--- config.mk ---
export PLATFORM = sky130hd
export DESIGN_NAME = clock_div_ctrl
export DESIGN_NICKNAME = d
export VERILOG_FILES = /design/src/rtl/clock_div_ctrl.sv
export SDC_FILE = /design/constraint.sdc
export NUM_CORES = 1
export LEC_CHECK = 0
export BUFFER_PORTS_ARGS = -buffer_cell sky130_fd_sc_hd__buf_4
export CAP_MARGIN = 20
export CORE_MARGIN = 2
export CORE_UTILIZATION = 50
export DETAILED_ROUTE_END_ITERATION = 10
export PLACE_DENSITY = 0.69
export SLEW_MARGIN = 20
export SYNTH_ARGS = -nofsm -noshare
export SYNTH_HDL_FRONTEND = slang
export SYNTH_SLANG_ARGS = --single-unit
--- constraint.sdc ---
create_clock -name clk -period 3.1 [get_ports clk]
set_input_delay 0.155 -clock clk [delete_from_list [all_inputs] [get_ports clk]]
set_output_delay 0.155 -clock clk [all_outputs]
set_load 0.01 [all_outputs]
--- src/rtl/clock_div_ctrl.sv ---
// Programmable clock divider: emits a one-cycle enable every N cycles and a 50% duty
// divided clock, with glitch-free divisor changes and a clean stop on a low phase.
module clock_div_ctrl #(
  parameter int WIDTH       = 8,
  parameter int DEFAULT_DIV = 4
) (
  input  logic             clk,
  input  logic             reset,
  input  logic             start,
  input  logic             stop,
  input  logic             div_load,
  input  logic [WIDTH-1:0] div_value,
  output logic             div_ack,
  output logic             en_tick,
  output logic             clk_out,
  output logic             busy,
  output logic [1:0]       state
);

  typedef enum logic [1:0] {
    IDLE     = 2'b00,
    RUN      = 2'b01,
    STOPPING = 2'b10
  } state_t;

  localparam logic [WIDTH-1:0] MIN_N     = WIDTH'(2);
  localparam logic [WIDTH-1:0] DEFAULT_N = (DEFAULT_DIV < 2) ? MIN_N : WIDTH'(DEFAULT_DIV);

  state_t           state_reg, state_next;
  logic [WIDTH-1:0] count_reg, count_next;
  logic [WIDTH-1:0] n_reg, n_next;
  logic [WIDTH-1:0] pend_reg, pend_next;
  logic             pend_valid_reg, pend_valid_next;
  logic             clk_out_reg, clk_out_next;
  logic             en_tick_reg, en_tick_next;
  logic             div_ack_reg, div_ack_next;
  logic             busy_reg, busy_next;
  logic             wrap;
  logic [WIDTH-1:0] load_val;

  // Divisors below 2 cannot produce a toggling output, so they are raised to 2.
  assign load_val = (div_value < MIN_N) ? MIN_N : div_value;
  assign wrap     = (count_reg == (n_reg - WIDTH'(1)));

  always_ff @(posedge clk or posedge reset) begin
    if (reset) begin
      state_reg      <= IDLE;
      count_reg      <= '0;
      n_reg          <= DEFAULT_N;
      pend_reg       <= '0;
      pend_valid_reg <= 1'b0;
      clk_out_reg    <= 1'b0;
      en_tick_reg    <= 1'b0;
      div_ack_reg    <= 1'b0;
      busy_reg       <= 1'b0;
    end else begin
      state_reg      <= state_next;
      count_reg      <= count_next;
      n_reg          <= n_next;
      pend_reg       <= pend_next;
      pend_valid_reg <= pend_valid_next;
      clk_out_reg    <= clk_out_next;
      en_tick_reg    <= en_tick_next;
      div_ack_reg    <= div_ack_next;
      busy_reg       <= busy_next;
    end
  end

  always_comb begin
    state_next      = state_reg;
    count_next      = count_reg;
    n_next          = n_reg;
    pend_next       = pend_reg;
    pend_valid_next = pend_valid_reg;
    clk_out_next    = clk_out_reg;
    en_tick_next    = 1'b0;
    div_ack_next    = div_load;

    case (state_reg)
      IDLE: begin
        count_next   = '0;
        clk_out_next = 1'b0;
        // A load captured on the final stopping edge lands here and is applied at once.
        if (pend_valid_reg) begin
          n_next          = pend_reg;
          pend_valid_next = 1'b0;
        end
        if (div_load) begin
          n_next = load_val;
        end
        if (start && !stop) begin
          state_next = RUN;
        end
      end

      RUN, STOPPING: begin
        if (wrap) begin
          count_next   = '0;
          en_tick_next = 1'b1;
          if (pend_valid_reg) begin
            n_next          = pend_reg;
            pend_valid_next = 1'b0;
          end
          if ((state_reg == STOPPING) && clk_out_reg) begin
            clk_out_next = 1'b0;
            state_next   = IDLE;
          end else begin
            clk_out_next = ~clk_out_reg;
          end
        end else begin
          count_next = count_reg + WIDTH'(1);
        end
        if ((state_reg == RUN) && stop) begin
          state_next = STOPPING;
        end
        // A load on a wrap edge is held for the following wrap, never mid-period.
        if (div_load) begin
          pend_next       = load_val;
          pend_valid_next = 1'b1;
        end
      end

      default: begin
        state_next = IDLE;
      end
    endcase

    busy_next = (state_next != IDLE);
  end

  assign state   = state_reg;
  assign clk_out = clk_out_reg;
  assign en_tick = en_tick_reg;
  assign div_ack = div_ack_reg;
  assign busy    = busy_reg;

endmodule

# [Word level (Yosys, flattened, before mapping)]
# Index checks and enable logic that the tools add are counted.
# W data, S select, Z words.
[op_classes] bitwise=1 n_mul=0 reduce_logical=11 eq_ne=5 order_cmp=1 n_shift=0 mux=20 div_mod_pow=0 add_sub_neg=2
[op_table] operator="$mux W8" count=5
[op_table] operator="$pmux W8 S2" count=2
[op_table] operator="$add A8 B1 Y8 const B" count=1
[op_table] operator="$eq A8 B8 Y1" count=1
[op_table] operator="$lt A8 B2 Y1 const B" count=1
[op_table] operator="$mux W2" count=4
[op_table] operator="$sub A8 B1 Y8 const B" count=1
[op_table] operator="$mux W1" count=6
[op_table] operator="$reduce_and A2 Y1" count=3
[op_table] operator="$pmux W1 S2" count=2
[op_table] operator="$pmux W2 S2" count=1
[op_table] operator="$reduce_bool A2 Y1" count=2
[op_table] operator="$logic_and A1 B1 Y1" count=3
[op_table] operator="$ne A3 B3 Y1 const B" count=1
[op_table] operator="$eq A2 B1 Y1 const B" count=1
[op_table] operator="$eq A2 B2 Y1 const B" count=1
[op_table] operator="$logic_not A2 Y1" count=1
[op_table] operator="$ne A2 B2 Y1 const B" count=1
[op_table] operator="$reduce_or A2 Y1" count=1
[op_table] operator="$logic_not A1 Y1" count=1
[op_table] operator="$not A1 Y1" count=1
[totals] romBits=0 mem_bits_rw=0 wordCells=49 output_inout_bits=6 latch_bits=0 mem_count=0 regBits=31 inputBits=13

# [Longest topological paths before layout]
[logic_depth] depth_word=7 ltp_mapped=10

# [Worst setup path before layout]
# Ideal clock, no wire load.
[synth_timing] path_type="reg-to-reg" start="register n_reg[0]" end="register count_reg[3]" synth_period_minus_slack_ps=2126 t_required_ps=3020 stages_incl_launch_ff=11 slack_ps=974 t_arrival_ps=2046 n_path_buf=2 cell_sequence="dfrtp_1 -> buf_2 -> inv_1 -> ha_1 -> xnor2_1 -> and4b_1 -> a41oi_1 -> a211oi_2 -> buf_6 -> or4_4 -> o211ai_2"
[synth_between] elab_chain_cells=4
[synth_lines] element="from (decl)" line="31" source="logic [WIDTH-1:0] n_reg, n_next;"
[synth_lines] element="from (signal assigned)" line="59" source="n_reg <= n_next;"
[synth_lines] element="$sub A8 B1 Y8" line="43" source="assign wrap = (count_reg == (n_reg - WIDTH'(1)));"
[synth_lines] element="$eq A8 B8 Y1" line="43"
[synth_lines] element="$mux W8" line="97" source="if (wrap) begin"
[synth_lines] element="$pmux W8 S2" line="79" source="case (state_reg)"
[synth_lines] element="to (signal assigned)" line="58" source="count_reg <= count_next;"
[synth_lines] element="to (decl)" line="30" source="logic [WIDTH-1:0] count_reg, count_next;"
# Every way passes these cells.
# A chain may end at the register's enable or synchronous reset.

# [Worst setup path in the final report]
[layout_timing] start="register n_reg[0]" end="register clk_out_reg (netlist: clk_out)"
[layout_between] elab_chain_cells=4
[layout_lines] element="$sub A8 B1 Y8" line="43"
[layout_lines] element="$eq A8 B8 Y1" line="43"
[layout_lines] element="$ne A2 B2 Y1 (no source line)"
[layout_lines] element="$reduce_and A2 Y1 (no source line)"
[layout_lines] element="to (signal assigned)" line="62" source="clk_out_reg <= clk_out_next;"
[layout_lines] element="to (decl)" line="34" source="logic clk_out_reg, clk_out_next;"
# Every way passes these cells.

==> summary.md <==
| Metric | Value |
|---|---|
| Initial Util | 0.534 |
| Count leader, synth | dfrtp_1 |
| Most frequent cells after synthesis | dfrtp_1, nand2_1, a21oi_1, nor2_1 |
| Clock latency on the worst-skew pair | 0.34 ns |
| Clock Tree Buf Depth | 2 |
| Inserted Clock Buffers | 5 |
| Mapped Nets | 204 |
| Minimum clock period | 2.45 ns |
| Drt wl/cell | 14.6 um |
| Startpoint types | register |
| Worst slew margin | 0.650 |
| Worst-Margin Slew | 0.515 ns |
| YS warnings | 0 |
| Chip Width | 64.4 um |
| CP endpoint kind | register |
| CTS sink cnt | 31 |
| Iter 0 DRT Violations | 97 |
| Via density | 5.66 |
| Pins Over Slew Limit | 0 |
| Synth top area share | 0.412 |
| DRC violations left | 0 |
| Pwr Total | 0.00193 W |
| GP Congestion | 0.778 |
| RSZ-0062 raised after global routing | no |
| Die Ht | 64.4 um |
| Sequential fraction of the synthesis area | 0.426 |
| Number of port buffers | 18 |
| Antenna violations before repair | 0 |
| Synth Flop Type | dfrtp_1 |
| Fillers | 300 |
| # H-tree levels | 2 |
| Pin count of the biggest net entering global routing | 32 |
| Hold path depth | 2 |
| Ys async rst share | 1.00 |
| Vias in the first global route | 1439 |
| Leading area contributor after synthesis | dfrtp_1 |
| DRT Pass-1 Iters | 6 |
| Multi-input gate area | 983 um2 |
| Final #Nets | 225 |
| Clk slew on worst S/H paths | 0.11 ns |
| Post-Syn Area | 1820 um2 |
| Peak Freq | 409 MHz |
| Fin. Hold Viols | 0 |
| CP Max Fanout | 11 |
| Core Area | 3420 um2 |
| CTS tree | built |
| Final setup viols | 0 |
| Post-Layout Cell Count | 253 |
| Top Ports | 19 |
| Post-Place Cells | 243 |
| Register bit total from synthesis | 31 |
| Gr usage total | 0.210 |
| DP Wirelength | 2650 um |
| Final worst path period share | 0.789 |
| Die ar. | 4150 um2 |
| Diode count | 0 |
| Mean area per synthesized cell | 9.86 um2 |
| # rows | 21 |
| P_leak | 0.921 nW |
| CP Class | register to register |
| Hold Path Class | primary input to register |
| Largest cells by area after synthesis | dfrtp_1, nand2_1, mux2_2 |
| Status | finished, final reports clean |
| Critical path data required time | 3.39 ns |
| Number of library cell types mapped by synthesis | 46 |
| Register area | 777 um2 |
| Post-route ant nets | 0 |
| Setup TNS | 0 ns |
| Arrival time of the worst setup path | 2.74 ns |
| Post-synth EDFFs | 0 |
| Root Buffer | clkbuf_4 |
| Share of layout cells above drive strength 1 | 0.232 |
| Final WL | 3690 um |
| Clock Skew | 0.0144 ns |
| Area grow syn2layout | 14.7% |
| Post-CTS setup buffers | 0 |
| Post-CTS resize count | 0 |
| Routed via count | 1433 |
| Gr ovfl total | 0 |
| Post-Syn Instances | 185 |
| Pwr Density | 923 nW/um2 |
| First-pass GRT wire length | 6570 um |
| Peak VDD IR | 0.000592 V |
| Cells on worst reg2reg path | 9 |
| Max Cap Violations | 0 |
## where the power goes
| part | internal, W | switching, W |
|---|---|---|
| sequential | 0.000552 | 0.000156 |
| combinational | 0.000412 | 0.000489 |
| clock | 0.000170 | 0.000153 |
| total | 0.00113 | 0.000798 |
## layout by cell type (no fill, tap or decap), types with 2 or more instances in the layout
master	count
xnor2_1	7
dlygate4sd3_1	2
o2bb2ai_1	8
o311ai_1	2
or4_4	3
inv_1	6
nand3_1	3
o211ai_2	3
dfrtp_1	30
clkbuf_4	5
a31oi_1	2
o21ai_0	7
a21oi_1	10
and3_1	8
nand2b_1	4
nor2b_1	4
o21ai_1	4
mux2_2	7
nand2_1	23
nor3_1	5
buf_4	20
xor2_1	3
nor2_1	10
ha_1	6
## critical path, stage by stage, from the launching register on
cell	delay (ns)
dfrtp_1	0.48
inv_1	0.08
ha_1	0.29
xnor2_1	0.16
and4b_1	0.18
a41oi_1	0.21
a211oi_2	0.10
buf_4	0.19
mux2i_2	0.44
mux2_2	0.25
## area by class of cell
cell class,count,area share
multi-input cells,140,0.470
clock inverters,3,0.0209
inverters,6,0.0108
clock buffers,5,0.0179
flip-flops and latches,31,0.371
well taps,46,0.0275
repair buffers,22,0.0813
## metrics by stage
step                hold WS, ns  worst slack (ns)  cell area (um2)  utilization
floorplan                 0.186             0.974             1820            -
global placement          0.259             0.843             1990        0.583
detailed placement        0.268             0.716             1990        0.583
CTS                      0.0451             0.696             2090        0.612
global route             0.0312             0.472             2090        0.612
finish                   0.0560             0.654             2090        0.612
## worst paths after layout
kind                          endpoint          from  slack, ns
setup / recovery               clk_out      n_reg[0]       0.65
min in group asynchronous  pend_reg[3]         reset       0.44
setup reg to reg               clk_out      n_reg[0]       0.65
hold reg to reg            pend_reg[0]   pend_reg[0]       0.51
hold / removal             pend_reg[2]  div_value[2]       0.06
max in group asynchronous     n_reg[2]         reset       2.33
## repair_timing
| item | in CTS | in global routing |
|---|---|---|
| endpoints found under the hold margin | 31 | 0 |
| hold buffers | 2 | 0 |
| setup endpoints to repair | 0 | 0 |
## metal layers
layer  up-vias  track usage  wire length (um)
li1        710            -                 -
met1       688        0.265              1730
met2        28        0.331              1740
met3         7       0.0616               138
met4         0        0.104                82
met5         -            0                 0
## cell families after synthesis
kind of cell,count (synthesis),synth area share
compound gates,45,0.183
xor+xnor,10,0.0480
fa+ha+maj,6,0.0412
buf+inv,14,0.0350
flops,31,0.426
mux,9,0.0562
simple gates,70,0.211
Power figures use the tool's default switching activity.
